==> config.mk <==
export PLATFORM = sky130hd
export DESIGN_NAME = inst_fetch
export DESIGN_NICKNAME = d
export VERILOG_FILES = /design/src/rtl/inst_fetch.sv
export SDC_FILE = /design/constraint.sdc
export NUM_CORES = 1
export LEC_CHECK = 0
export CORE_MARGIN = 5
export CORE_UTILIZATION = 43
export DETAILED_ROUTE_END_ITERATION = 16
export GPL_TIMING_DRIVEN = 0
export PLACE_DENSITY = 0.69
export SKIP_CTS_REPAIR_TIMING = 1
export SLEW_MARGIN = 15
export SYNTH_ARGS = -nofsm -noshare
export SYNTH_HDL_FRONTEND = slang
export SYNTH_SLANG_ARGS = --single-unit
==> constraint.sdc <==
create_clock -name clk -period 5.65 [get_ports clk]
set_clock_uncertainty 0.05 [all_clocks]
set_input_delay 1.13 -clock clk [delete_from_list [all_inputs] [get_ports clk]]
set_output_delay 1.13 -clock clk [all_outputs]
set_load 0.03 [all_outputs]
==> src/rtl/inst_fetch.sv <==
// Instruction fetch: one outstanding memory request feeding a DEPTH-entry queue to decode.
// Define FETCH_MISALIGN_TRAP_EN to trap misaligned fetch addresses in a FAULT state.
module inst_fetch #(
  parameter int unsigned DEPTH    = 2,
  parameter logic [31:0] RESET_PC = 32'h00400020
) (
  input  logic        clk,
  input  logic        reset,
  input  logic [31:0] pc,
  input  logic        en_inst_mem,
  output logic        pc_en,
  input  logic        flush,
  output logic        mem_req,
  output logic [31:0] mem_addr,
  input  logic        mem_ack,
  input  logic [31:0] mem_rdata,
  output logic [31:0] instr,
  output logic [31:0] instr_pc,
  output logic        instr_valid,
  input  logic        id_ready,
  output logic        fetch_fault
);

  localparam int unsigned PW = $clog2(DEPTH);
  localparam int unsigned CW = PW + 1;

`ifdef FETCH_MISALIGN_TRAP_EN
  typedef enum logic [1:0] {IDLE, WAIT, FAULT} state_t;
  localparam logic [31:0] RESET_ADDR = RESET_PC;
  logic fault_n;
`else
  typedef enum logic [1:0] {IDLE, WAIT} state_t;
  localparam logic [31:0] RESET_ADDR = {RESET_PC[31:2], 2'b00};
  logic unused_pc_lo;
  assign unused_pc_lo = ^pc[1:0];
  assign fetch_fault  = 1'b0;
`endif

  state_t          state, state_n;
  logic            discard;
  logic [PW-1:0]   wptr, rptr, rptr_n;
  logic [CW-1:0]   count, count_n;
  logic [31:0]     q_data [DEPTH];
  logic [31:0]     q_pc   [DEPTH];
  logic [31:0]     addr_n;
  logic            ack, launch, push, pop;

  // Next-state, handshake qualification and queue bookkeeping
  always_comb begin
    state_n = state;
    addr_n  = mem_addr;
`ifdef FETCH_MISALIGN_TRAP_EN
    fault_n = fetch_fault;
`endif
    ack     = mem_req && mem_ack;
    launch  = (state == IDLE) && en_inst_mem && !flush && (count < CW'(DEPTH));
    push    = ack && !discard && !flush;
    pop     = instr_valid && id_ready && !flush;
    pc_en   = push || flush;
    case (state)
      IDLE: begin
        if (launch) begin
`ifdef FETCH_MISALIGN_TRAP_EN
          if (pc[1:0] != 2'b00) begin
            state_n = FAULT;
            fault_n = 1'b1;
          end else begin
            state_n = WAIT;
            addr_n  = pc;
          end
`else
          state_n = WAIT;
          addr_n  = {pc[31:2], 2'b00};
`endif
        end
      end
      WAIT: begin
        if (ack) state_n = IDLE;
      end
`ifdef FETCH_MISALIGN_TRAP_EN
      FAULT: begin
        if (flush) begin
          state_n = IDLE;
          fault_n = 1'b0;
        end
      end
`endif
      default: state_n = IDLE;
    endcase
    rptr_n  = flush ? '0 : rptr + PW'(pop);
    count_n = flush ? '0 : count + CW'(push) - CW'(pop);
  end

  always_ff @(posedge clk or negedge reset) begin
    if (!reset) state <= IDLE;
    else        state <= state_n;
  end

  // Request, discard, queue storage and registered decode-side head
  always_ff @(posedge clk or negedge reset) begin
    if (!reset) begin
      mem_req     <= 1'b0;
      mem_addr    <= RESET_ADDR;
      discard     <= 1'b0;
      wptr        <= '0;
      rptr        <= '0;
      count       <= '0;
      instr_valid <= 1'b0;
      instr       <= '0;
      instr_pc    <= '0;
`ifdef FETCH_MISALIGN_TRAP_EN
      fetch_fault <= 1'b0;
`endif
      for (int i = 0; i < DEPTH; i++) begin
        q_data[i] <= '0;
        q_pc[i]   <= '0;
      end
    end else begin
      mem_req  <= (state_n == WAIT);
      mem_addr <= addr_n;
`ifdef FETCH_MISALIGN_TRAP_EN
      fetch_fault <= fault_n;
`endif
      // A flush in WAIT poisons the response still in flight
      if (ack)                          discard <= 1'b0;
      else if (flush && state == WAIT)  discard <= 1'b1;
      if (flush) begin
        wptr <= '0;
      end else if (push) begin
        q_data[wptr] <= mem_rdata;
        q_pc[wptr]   <= mem_addr;
        wptr         <= wptr + PW'(1);
      end
      rptr        <= rptr_n;
      count       <= count_n;
      instr_valid <= (count_n != '0);
      if (count_n != '0) begin
        if (push && wptr == rptr_n) {instr, instr_pc} <= {mem_rdata, mem_addr};
        else                        {instr, instr_pc} <= {q_data[rptr_n], q_pc[rptr_n]};
      end
    end
  end

endmodule

---- After elaboration in Yosys (flattened, before gate mapping) ----
Cells that the tools add are included.
word-level totals
  bits of input ports ..................... 70
  output and inout port bits .............. 100
  logic and storage cells ................. 69
  register bits ........................... 231
operators by class
  $add $sub $neg .......................... 4
  bitwise gates (word level) .............. 3
  eq/ne operators ......................... 3
  muxes and demuxes ....................... 21
  reductions and logical operators ........ 20
  order comparisons ....................... 4
operators by type and width
  operator                                                                number
  32-bit two-way mux                                                      9
  64-bit bitwise mux                                                      2
  32-bit demux with 1-bit select                                          1
  1-bit logical AND                                                       11
  2-bit two-way mux                                                       3
  2-bit nonzero test                                                      3
  1-bit two-way mux                                                       5
  2-bit by 1-bit equality test with 1-bit output (second input constant)  2
  2-bit greater-or-equal comparator (second input constant)               2
  1-bit inverter with 2-bit output                                        2
  2-bit one-hot mux with 2 select lines                                   1
  2-bit AND reduction                                                     2
  2-bit by 1-bit adder with 2-bit output                                  1
  1-bit zero test                                                         2
  2-bit zero test                                                         1
  2-bit by 1-bit < comparator with 1-bit output (second input constant)   1
  2-bit < comparator (second input constant)                              1
  2-bit by 1-bit subtractor with 2-bit output                             1
  1-bit adder                                                             1
  1-bit adder (second input constant)                                     1
  1-bit equality test                                                     1
  1-bit logical OR                                                        1
  1-bit inverter                                                          1

---- Longest topological paths before layout ----
Gate-level depths: netlist of run 1.
  word-level depth ........................ 9
  depth in mapped cells ................... 12
  depth with buffers taken out ............ 9

---- Worst setup path after synthesis of run 1 ----
No wires, ideal clock.
  kind .................................... in2reg
  from .................................... input port flush
  to ...................................... register instr_pc[13]
  setup slack ............................. 2.499 ns
  cell stages on the path ................. 12
  setup time .............................. 0.095 ns
  required time ........................... 5.505 ns
  data arrival time ....................... 3.006 ns
  buffers on the path ..................... 4
  cells stage by stage .................... nand4bb_1 -> buf_4 -> buf_2 -> ha_1 -> inv_1 -> ha_1 -> xor3_1 -> o21ai_2 -> buf_6 -> buf_2 -> nand2_1 -> o31ai_1
on the way
  word-level cells in the longest chain between the ends .. 9
  elaborated cells between the ends (all ways) .. 16
  those cells by class .................... add/sub (3); eq/ne (1); mux (6); bitwise (1); reduce/logical (5)
RTL lines
  element                                                                                         RTL line  text
  start, declared                                                                                 12        input logic flush,
  parallel branches: the longest is 9 deep, another holds 2-bit by 1-bit adder with 2-bit output  n/a
  end signal, assigned                                                                            138       if (push && wptr == rptr_n) {instr, instr_pc} <= {mem_rdata, mem_addr};
  end signal, assigned                                                                            139       else {instr, instr_pc} <= {q_data[rptr_n], q_pc[rptr_n]};
  end, declared                                                                                   18        output logic [31:0] instr_pc,
Several ways; the timed one is not identified. The select of a mux whose other input is x is not followed.
A chain may end at the register's enable or synchronous reset.

---- Worst setup path in the final report of run 1 ----
  from .................................... input port flush
  to ...................................... register instr_pc[22]
The elaborated chain is that of the path after synthesis.

==> results of run 1 <==
-- path summary, 6_finish.rpt --
kind | slack (ps) | startpoint | end | depth (start not counted)
min in group asynchronous | 470 | reset | q_data[51] | 1
max in group asynchronous | 4240 | reset | mem_addr[6] | 2
worst min register to register | 420 | instr[16] | instr[16] | 2
worst max register to register | 2580 | discard | instr_pc[22] | 10
worst max-delay path | 1720 | flush | instr_pc[22] | 11
worst min-delay path | 420 | instr[16] | instr[16] | 2
-- final cells by class --
cell class                 instances  area, µm²  area share [%]
clock inverter                    14        106           0.860
sequential                       225       5630            45.5
buffer                            68        374            3.02
clock buffer                      30        654            5.29
timing repair buffer             164       1680            13.6
tap                              280        350            2.83
inverter                           4       15.0           0.121
multi-input combinational        437       3550            28.7
-- power by group through the flow --
| stage | Combinational, mW | Clock [mW] | Sequential [mW] |
|---|---|---|---|
| final | 1.95 | 1.51 | 2.42 |
| after floorplan | 0.701 | 0 | 2.86 |
| after global placement | 1.93 | 0 | 2.43 |
| after CTS | 1.97 | 1.55 | 2.42 |
| after detailed placement | 1.96 | 0 | 2.44 |
| after global routing | 2.08 | 1.61 | 2.49 |
-- state kept, by name, indices dropped and copies added, names as in the netlist, 2 cells and up --
register  flops
count         2
instr        32
instr_pc     30
mem_addr     30
q_data       64
q_pc         60
state         2
-- stage by stage --
stage | area, µm² | std cells | hold slack [ps] | total power [mW] | TNS [ps]
final | 12400 | 1222 | 424 | 5.88 | 0
after global routing | 12400 | 1222 | 449 | 6.18 | 0
after CTS | 12400 | 1222 | 431 | 5.94 | 0
after detailed placement | 11600 | 1178 | 417 | 4.41 | 0
after global placement | 11500 | 1176 | 409 | 4.36 | -1422450
after floorplan | 9580 | 734 | 408 | 3.56 | 0
-- cell families (layout without fill, tap and decap cells) --
kind of cell	Yosys count	after routing	share of synthesized area, %
adder cells (fa/ha/maj)	2	2	0.262
XOR/XNOR	4	4	0.602
AND/OR/NAND/NOR	138	138	6.61
buffers and inverters	72	280	4.07
flip-flops	225	225	58.9
other	1	6	0.0392
AO/OA/AOI/OAI	133	133	11.3
multiplexers	154	154	18.1
-- routing by layer --
metal	routed length, µm	vias up	global-route usage (%)
met2	11500	189	30.5
li1	-	3116	-
met4	561	0	4.34
met5	0	-	0
met3	1410	32	4.22
met1	11000	3439	25.6
-- Yosys cell counts --
library cell	count	area [µm²]
clkbuf_1	12	45.0
o21a_1	1	7.51
nor3_1	62	310
nand4b_1	1	8.76
conb_1	1	3.75
xor2_1	1	8.76
a31o_2	2	17.5
and2_1	1	6.26
nor2_4	1	11.3
o211ai_2	1	12.5
inv_2	1	3.75
buf_6	1	11.3
nand2_1	64	240
o21ai_0	1	5.00
nand3_1	1	5.00
dfrtp_1	223	5580
o31ai_1	62	465
mux2_2	143	1610
and3b_1	1	8.76
nor2_1	4	15.0
ha_1	2	25.0
xor3_1	1	23.8
xnor2_1	1	8.76
inv_1	3	11.3
a21boi_2	1	11.3
nand4bb_1	1	11.3
nor2b_1	1	6.26
a31oi_1	1	6.26
dfstp_2	2	52.6
o21ai_2	1	8.76
mux2_1	11	124
xnor2_2	1	16.3
buf_4	17	128
a21oi_1	1	5.00
and4_1	1	8.76
buf_2	38	190
o32ai_1	62	543
-- worst max-delay path, stage by stage --
cell	delay [ps]
clkdlybuf4s50_1	610
nand4bb_1	160
buf_4	220
buf_2	290
ha_1	270
inv_1	50
ha_1	140
xor3_1	240
o21ai_2	440
clkbuf_1	490
o31ai_1	180
==> out/metrics.csv, run 1 <==
stage,metric,value,unit
clock_network,CTS Buffer Depth,3,
power_and_ir_drop,Clk network pwr share,25.7,%
logic_synthesis,Synth Warn #,0,
clock_network,# H-tree levels,1,
power_and_ir_drop,share of total power in sequential cells,41.2,%
power_and_ir_drop,NetSw,1.98,mW
timing,final slew viol count,0,
critical_path,WS Path Type,in -> reg,
die,Die Span Y,159,µm
logic_synthesis,Synth Area per Inst,13.1,µm²
critical_path,worst-path fanout max,10,
place,DP HPWL,16100,µm
timing,fmax,254,MHz
timing,Final Setup Violations,0,
power_and_ir_drop,Gate power share,33.1,%
timing,final period utilization,69.6,%
die,# IOs,170,
critical_path,Worst Setup End Kind,flop,
detailed_routing,Vias per Instance,5.55,
die,Die X,159,µm
min_path,worst hold-check path type,reg -> reg,
die,starting density of the core,43.8,%
detailed_routing,via count,6776,
global_routing,number of global-route vias before repair,7222,
place,Final GP Congestion,0.753,
timing,Final min period,3930,ps
power_and_ir_drop,maximum vdd drop,238,µV
finish,fillers,1828,
logic_synthesis,Synth Register Bits,225,
detailed_routing,DRC,0,
timing,final setup margin,1720,ps
global_routing,GRT Residual Overflow,0,
finish,P&R area growth vs syn,29.4,%
timing,Rel. slew slack,59.1,%
global_routing,largest net degree at the start of global routing,97,
detailed_routing,TritonRoute pass-1 iters,5,
logic_synthesis,Cells after Synth,729,
clock_network,"Clk pin slew, worst setup/hold paths",60,ps
power_and_ir_drop,Power Density,475,nW/µm²
clock_network,CTS tree,yes,
power_and_ir_drop,internal cell power,3.90,mW
power_and_ir_drop,switch share,33.7,%
flow_run,Max-Cap Viols,0,
detailed_routing,Antenna Nets Post-Route,0,
die,core area,21800,µm²
finish,"most common cell after layout, fill and taps aside",dfrtp_1,
run_status,outcome,finished clean,
clock_network,root buf cell,clkbuf_16,
finish,fin util,56.7,%
detailed_routing,Total Wirelength,24400,µm
die,Core Rows,54,
place,Setup WS pre-CTS,1160,ps
power_and_ir_drop,Leak Pwr,5.45,nW
timing,Fin. Hold Viols,0,
finish,most frequent cells in the layout,"dfrtp_1 (223), clkdlybuf4s50_1 (161), mux2_2 (143)",
critical_path,Critical Path AT,4250,ps
global_routing,total track usage,18.7,%
place,port bufs,162,
global_routing,first-pass GRT wire length,39700,µm
finish,layout cells sized above 1,26.8,%
clock_network,Worst-Skew Late Latency,510,ps
die,die area,25300,µm²
timing,RSZ-0062 raised after global routing,false,
clock_network,CTS buffer count,24,
critical_path,startpoint type of the worst setup path,input port,
global_routing,initial antenna violation count,0,
detailed_routing,DR iter-0 viols,276,
clock_network,CTS sink count,225,
logic_synthesis,mapped cell area,9560,µm²
critical_path,"Data required, critical path",5960,ps
finish,Final nets,996,
finish,ANT cells,0,
logic_synthesis,register area share after synthesis,58.9,%
timing,Tightest Pin Transition,610,ps
detailed_routing,routed len/inst,20.0,µm
logic_synthesis,Yosys cell types,37,
(Power assumes the default switching activity.)
==> run 2, diff against run 1 <==
--- a/config.mk
+++ b/config.mk
@@ -9,7 +9,7 @@
 export CORE_UTILIZATION = 43
 export DETAILED_ROUTE_END_ITERATION = 16
 export GPL_TIMING_DRIVEN = 0
-export PLACE_DENSITY = 0.69
+export PLACE_DENSITY = 0.72
 export SKIP_CTS_REPAIR_TIMING = 1
 export SLEW_MARGIN = 15
 export SYNTH_ARGS = -nofsm -noshare
==> constraint.sdc (replaced) <==
create_clock -name clk -period 3.2 [get_ports clk]
set_clock_uncertainty 0.05 [all_clocks]
set_input_delay 0.64 -clock clk [delete_from_list [all_inputs] [get_ports clk]]
set_output_delay 0.64 -clock clk [all_outputs]
set_load 0.03 [all_outputs]
==> run 2 against run 1 <==
Effect of this change:
- global-route usage grew 0.18 points
- combinational power grew 76%
- critical path depth grew 1
- final cell count grew 0.16%
- utilization grew 0.47 points
- die area is the same
==> out/metrics.csv, run 2 (synthesis gave the netlist of run 1 again) <==
stage,metric,value,unit
clock_network,Worst-Skew Late Latency,510,ps
detailed_routing,Antenna Nets Post-Route,0,
global_routing,largest net degree at the start of global routing,104,
detailed_routing,DRC,0,
die,# IOs,170,
clock_network,CTS Buffer Depth,3,
clock_network,"Clk pin slew, worst setup/hold paths",60,ps
timing,Fin. Hold Viols,0,
detailed_routing,Total Wirelength,24300,µm
timing,Rel. slew slack,59.2,%
global_routing,number of global-route vias before repair,7315,
detailed_routing,TritonRoute pass-1 iters,4,
detailed_routing,Vias per Instance,5.56,
min_path,hold wc startpoint,instr[6],
place,Final GP Congestion,0.727,
critical_path,CP Launch Point,flush,
finish,max reg flops,64,
critical_path,max incr delay on CP,600,ps
clock_network,root buf cell,clkbuf_16,
die,core area,21800,µm²
finish,most frequent cells in the layout,"dfrtp_1 (223), clkdlybuf4s50_1 (161), mux2_2 (143)",
place,port bufs,162,
finish,layout cells sized above 1,27.0,%
finish,"most common cell after layout, fill and taps aside",dfrtp_1,
detailed_routing,routed len/inst,19.9,µm
die,Core Rows,54,
critical_path,Critical Path AT,3300,ps
timing,final period utilization,92.0,%
die,die area,25300,µm²
die,Die X,159,µm
critical_path,Worst path most repeated cell,ha_1,
finish,largest registers,"q_data: 64 flops, q_pc: 60 flops, instr: 32 flops",
place,Setup WS pre-CTS,-803,ps
finish,fillers,1809,
critical_path,crit-path cells,clkdlybuf4s50_1 -> nand4bb_1 -> buf_4 -> ha_1 -> inv_1 -> ha_1 -> xor3_1 -> o21ai_4 -> buf_6 -> buf_2 -> nand2_1 -> o31ai_1,
critical_path,"Data required, critical path",3560,ps
die,starting density of the core,43.8,%
timing,final setup margin,256,ps
timing,Hold Worst Slack,425,ps
critical_path,Crit-path slowest cell,clkdlybuf4s50_1,
timing,final slew viol count,0,
clock_network,CTS sink count,225,
min_path,worst hold-check path type,reg -> reg,
critical_path,FF-to-FF Start,discard,
timing,Tightest Pin Transition,612,ps
critical_path,WS Path Type,in -> reg,
critical_path,worst-path fanout max,19,
timing,Final Setup Violations,0,
power_and_ir_drop,Leak Pwr,5.51,nW
finish,Biggest register,q_data,
place,DP HPWL,16000,µm
power_and_ir_drop,maximum vdd drop,601,µV
global_routing,first-pass GRT wire length,40100,µm
detailed_routing,via count,6803,
critical_path,startpoint type of the worst setup path,input port,
finish,fin area,12500,µm²
critical_path,Worst Setup End Kind,flop,
run_status,outcome,finished clean,
detailed_routing,DR iter-0 viols,381,
clock_network,CTS tree,yes,
flow_run,Max-Cap Viols,0,
place,DP Area,11600,µm²
global_routing,GRT Residual Overflow,0,
timing,fmax,340,MHz
clock_network,CTS buffer count,24,
power_and_ir_drop,Power Density,849,nW/µm²
clock_network,# H-tree levels,1,
finish,P&R area growth vs syn,30.5,%
global_routing,total track usage,18.9,%
global_routing,initial antenna violation count,2,
finish,Final nets,998,
die,Die Span Y,159,µm
timing,Final min period,2940,ps
==> run 2: stage by stage <==
| step | instances | TNS (ps) | util, % | total power, mW |
|---|---|---|---|---|
| final | 1224 | 0 | 57.1 | 10.6 |
| after global routing | 1224 | -3.52 | 57.1 | 11.1 |
| after CTS | 1221 | -13600 | 57.0 | 10.7 |
| after detailed placement | 1178 | -46330 | 53.2 | 7.77 |
| after global placement | 1176 | -1893210 | 52.9 | 7.69 |
| after floorplan | 734 | 0 | - | 6.29 |
==> run 2: path summary, 6_finish.rpt <==
| path | end | slack, ps | depth (start not counted) |
|---|---|---|---|
| setup / recovery | instr_pc[15] | 260 | 12 |
| hold / removal | instr[6] | 420 | 2 |
| setup reg to reg | instr_pc[15] | 600 | 11 |
| hold reg to reg | instr[6] | 420 | 2 |
| max in group asynchronous | mem_addr[22] | 1770 | 3 |
| min in group asynchronous | q_data[18] | 530 | 2 |
==> run 2: critical path, delay by kind of cell <==
| kind | cells | cell delay (ps) |
|---|---|---|
| simple gates | 2 | 250 |
| buf+inv | 5 | 1410 |
| xor+xnor | 1 | 270 |
| fa+ha+maj | 2 | 430 |
| compound gates | 2 | 310 |
==> run 2: cell type report <==
cell class                 instances  area (µm²)  share of cell area [%]
sequential                       225        5630                    45.2
multi-input combinational        437        3560                    28.6
timing repair buffer             167        1710                    13.7
clock buffer                      37         721                    5.78
buffer                            67         377                    3.02
tap                              280         350                    2.81
clock inverter                     6         105                   0.843
inverter                           4        15.0                   0.120
antenna                            1        2.50                  0.0201
==> run 2: where the power goes <==
part,internal [mW],total [mW],switching [mW]
clock network,1.78,2.88,1.10
registers,3.72,4.27,0.547
logic,1.64,3.44,1.80
==> run 2: per-layer routing <==
layer | global-route usage [%] | vias up | part of all wire, %
met3 | 4.89 | 41 | 6.2
li1 | - | 3119 | -
met4 | 5.00 | 2 | 2.6
met2 | 29.7 | 198 | 47
met5 | 0 | - | 0.053
met1 | 26.1 | 3443 | 45
==> run 3, diff against run 2 <==
--- a/config.mk
+++ b/config.mk
@@ -10,6 +10,7 @@
 export DETAILED_ROUTE_END_ITERATION = 16
 export GPL_TIMING_DRIVEN = 0
 export PLACE_DENSITY = 0.72
+export REMOVE_ABC_BUFFERS = 1
 export SKIP_CTS_REPAIR_TIMING = 1
 export SLEW_MARGIN = 15
 export SYNTH_ARGS = -nofsm -noshare
==> run 3 against run 2 <==
Effect of this change:
- final cell count is 4.2% lower
- non-clock buffer count is 49 lower
- count of clock-buffer cells in the layout is 2 lower
- wire length decreased by 6.0%
- power is 0.71% lower
- highest routed layer is now met4
==> out/metrics.csv, run 3 (synthesis gave the netlist of run 1 again) <==
stage,metric,value,unit
timing,Final Setup Violations,0,
die,Die Span Y,159,µm
clock_network,CTS sink count,225,
clock_network,"Clk pin slew, worst setup/hold paths",60,ps
place,port bufs,162,
critical_path,"Data required, critical path",3560,ps
place,Final GP Congestion,0.734,
min_path,hold-critical path endpoint,instr_pc[4],
finish,Final Non-Filler Cells,1173,
global_routing,number of global-route vias before repair,7005,
die,Core Rows,54,
critical_path,WS Path Type,in -> reg,
finish,Biggest register,q_data,
place,DP HPWL,14200,µm
global_routing,GRT Residual Overflow,0,
global_routing,initial antenna violation count,0,
critical_path,worst-path fanout max,37,
die,die area,25300,µm²
timing,Final min period,3090,ps
detailed_routing,wire length on met2,10900,µm
flow_run,Max-Cap Viols,0,
detailed_routing,Vias per Instance,5.61,
timing,final slew viol count,0,
finish,largest registers,"q_data: 64 flops, q_pc: 60 flops, instr: 32 flops",
power_and_ir_drop,Clk network pwr share,26.4,%
finish,Final nets,952,
detailed_routing,Antenna Nets Post-Route,0,
detailed_routing,top routing layer used,met4,
detailed_routing,Met3 Routed Length,1320,µm
detailed_routing,DRC,0,
critical_path,startpoint type of the worst setup path,input port,
clock_network,CTS buffer count,25,
clock_network,root buf cell,clkbuf_16,
power_and_ir_drop,Gate power share,33.1,%
power_and_ir_drop,Leak Pwr,5.44,nW
timing,Tightest Pin Transition,823,ps
die,# IOs,170,
global_routing,largest net degree at the start of global routing,104,
timing,final period utilization,96.5,%
finish,layout cells sized above 1,24.3,%
detailed_routing,DR iter-0 viols,283,
clock_network,CTS Buffer Depth,3,
power_and_ir_drop,Power Density,837,nW/µm²
run_status,outcome,finished clean,
finish,ANT cells,0,
timing,setup TNS,0,ps
global_routing,total track usage,17.3,%
timing,Fin. Hold Viols,0,
critical_path,Critical Path AT,3450,ps
timing,Hold Worst Slack,426,ps
finish,max reg flops,64,
finish,"most common cell after layout, fill and taps aside",dfrtp_1,
timing,Rel. slew slack,45.1,%
critical_path,R2R depth,12,
global_routing,first-pass GRT wire length,37500,µm
power_and_ir_drop,share of total power in sequential cells,40.6,%
die,Die X,159,µm
clock_network,CTS tree,yes,
die,starting density of the core,43.8,%
finish,P&R area growth vs syn,31.4,%
critical_path,reg2reg setup slack,390,ps
detailed_routing,Total Wirelength,22900,µm
place,placed cells,1126,
die,core area,21800,µm²
finish,most frequent cells in the layout,"dfrtp_1 (223), clkdlybuf4s50_1 (159), mux2_2 (143)",
timing,fmax,324,MHz
detailed_routing,routed len/inst,19.5,µm
min_path,Hold Path Depth,2,
critical_path,FF-to-FF Start,mem_req,
power_and_ir_drop,internal cell power,7.08,mW
power_and_ir_drop,switch share,32.7,%
timing,final setup margin,111,ps
place,Setup WS pre-CTS,-1250,ps
min_path,hold wc startpoint,instr_pc[4],
critical_path,Worst Setup End Kind,flop,
clock_network,Worst-Skew Late Latency,510,ps
detailed_routing,via count,6577,
detailed_routing,M1 WL,10300,µm
detailed_routing,TritonRoute pass-1 iters,4,
min_path,worst hold-check path type,reg -> reg,
power_and_ir_drop,maximum vdd drop,509,µV
critical_path,FF-to-FF End,instr[27],
power_and_ir_drop,NetSw,3.43,mW
clock_network,# H-tree levels,1,
finish,fillers,1776,
==> run 3: cell count changes in the layout (fill, tap and decap cells not counted), moves of 2 or more <==
cell and change:
buf_12 +8, buf_16 +9, buf_2 -37, buf_4 -16, clkbuf_1 -7, clkbuf_2 -6, clkdlybuf4s50_1 -2, dlymetal6s2s_1 +2
==> run 3: layout make-up <==
cell class / count / area (µm²) / share of cell area (%)
clock buffers: 35 / 703 / 5.60
clock inverters: 5 / 86.3 / 0.687
well taps: 280 / 350 / 2.79
repair buffers: 185 / 2130 / 16.9
multi-input cells: 439 / 3640 / 29.0
inverters: 4 / 15.0 / 0.120
flip-flops and latches: 225 / 5630 / 44.8
==> run 3: per-stage QoR <==
| stage | cell area, µm² | util [%] | total power, mW |
|---|---|---|---|
| floorplan | 9200 | - | 6.25 |
| global placement | 11200 | 51.2 | 7.62 |
| detailed placement | 11700 | 53.5 | 7.80 |
| CTS | 12500 | 57.2 | 10.6 |
| global route | 12600 | 57.6 | 11.1 |
| finish | 12600 | 57.6 | 10.5 |
==> run 3: critical path, cell delays in order <==
cell and delay, ps:
clkdlybuf4s50_1 690, nand4bb_4 180, buf_12 220, ha_1 280
inv_1 50, ha_1 150, xor3_2 330, o21ai_4 200
buf_12 140, buf_16 180, buf_12 200, nand2_1 90
o31ai_1 60
==> run 3: how the worst max path moves through the flow <==
stage            start           end  depth (start not counted)
2_1_floorplan    flush      instr[0]                          7
3_3_place_gp     reset  mem_addr[24]                          1
3_5_place_dp     flush      instr[5]                         12
4_1_cts          flush      instr[3]                         12
5_1_grt        mem_ack      instr[2]                         13
6_report       mem_ack     instr[27]                         13
==> run 3: layer usage <==
metal / vias up / track usage [%]
met5: - / 0
li1: 3033 / -
met1: 3355 / 23.9
met2: 165 / 28.1
met4: 0 / 3.76
met3: 24 / 3.91
==> run 3: power groups by stage <==
stage               clock network [mW]  registers, mW  logic, mW
floorplan                            0           5.05       1.20
global placement                     0           4.28       3.34
detailed placement                   0           4.31       3.49
CTS                               2.86           4.26       3.50
global route                      2.97           4.38       3.72
finish                            2.77           4.26       3.48
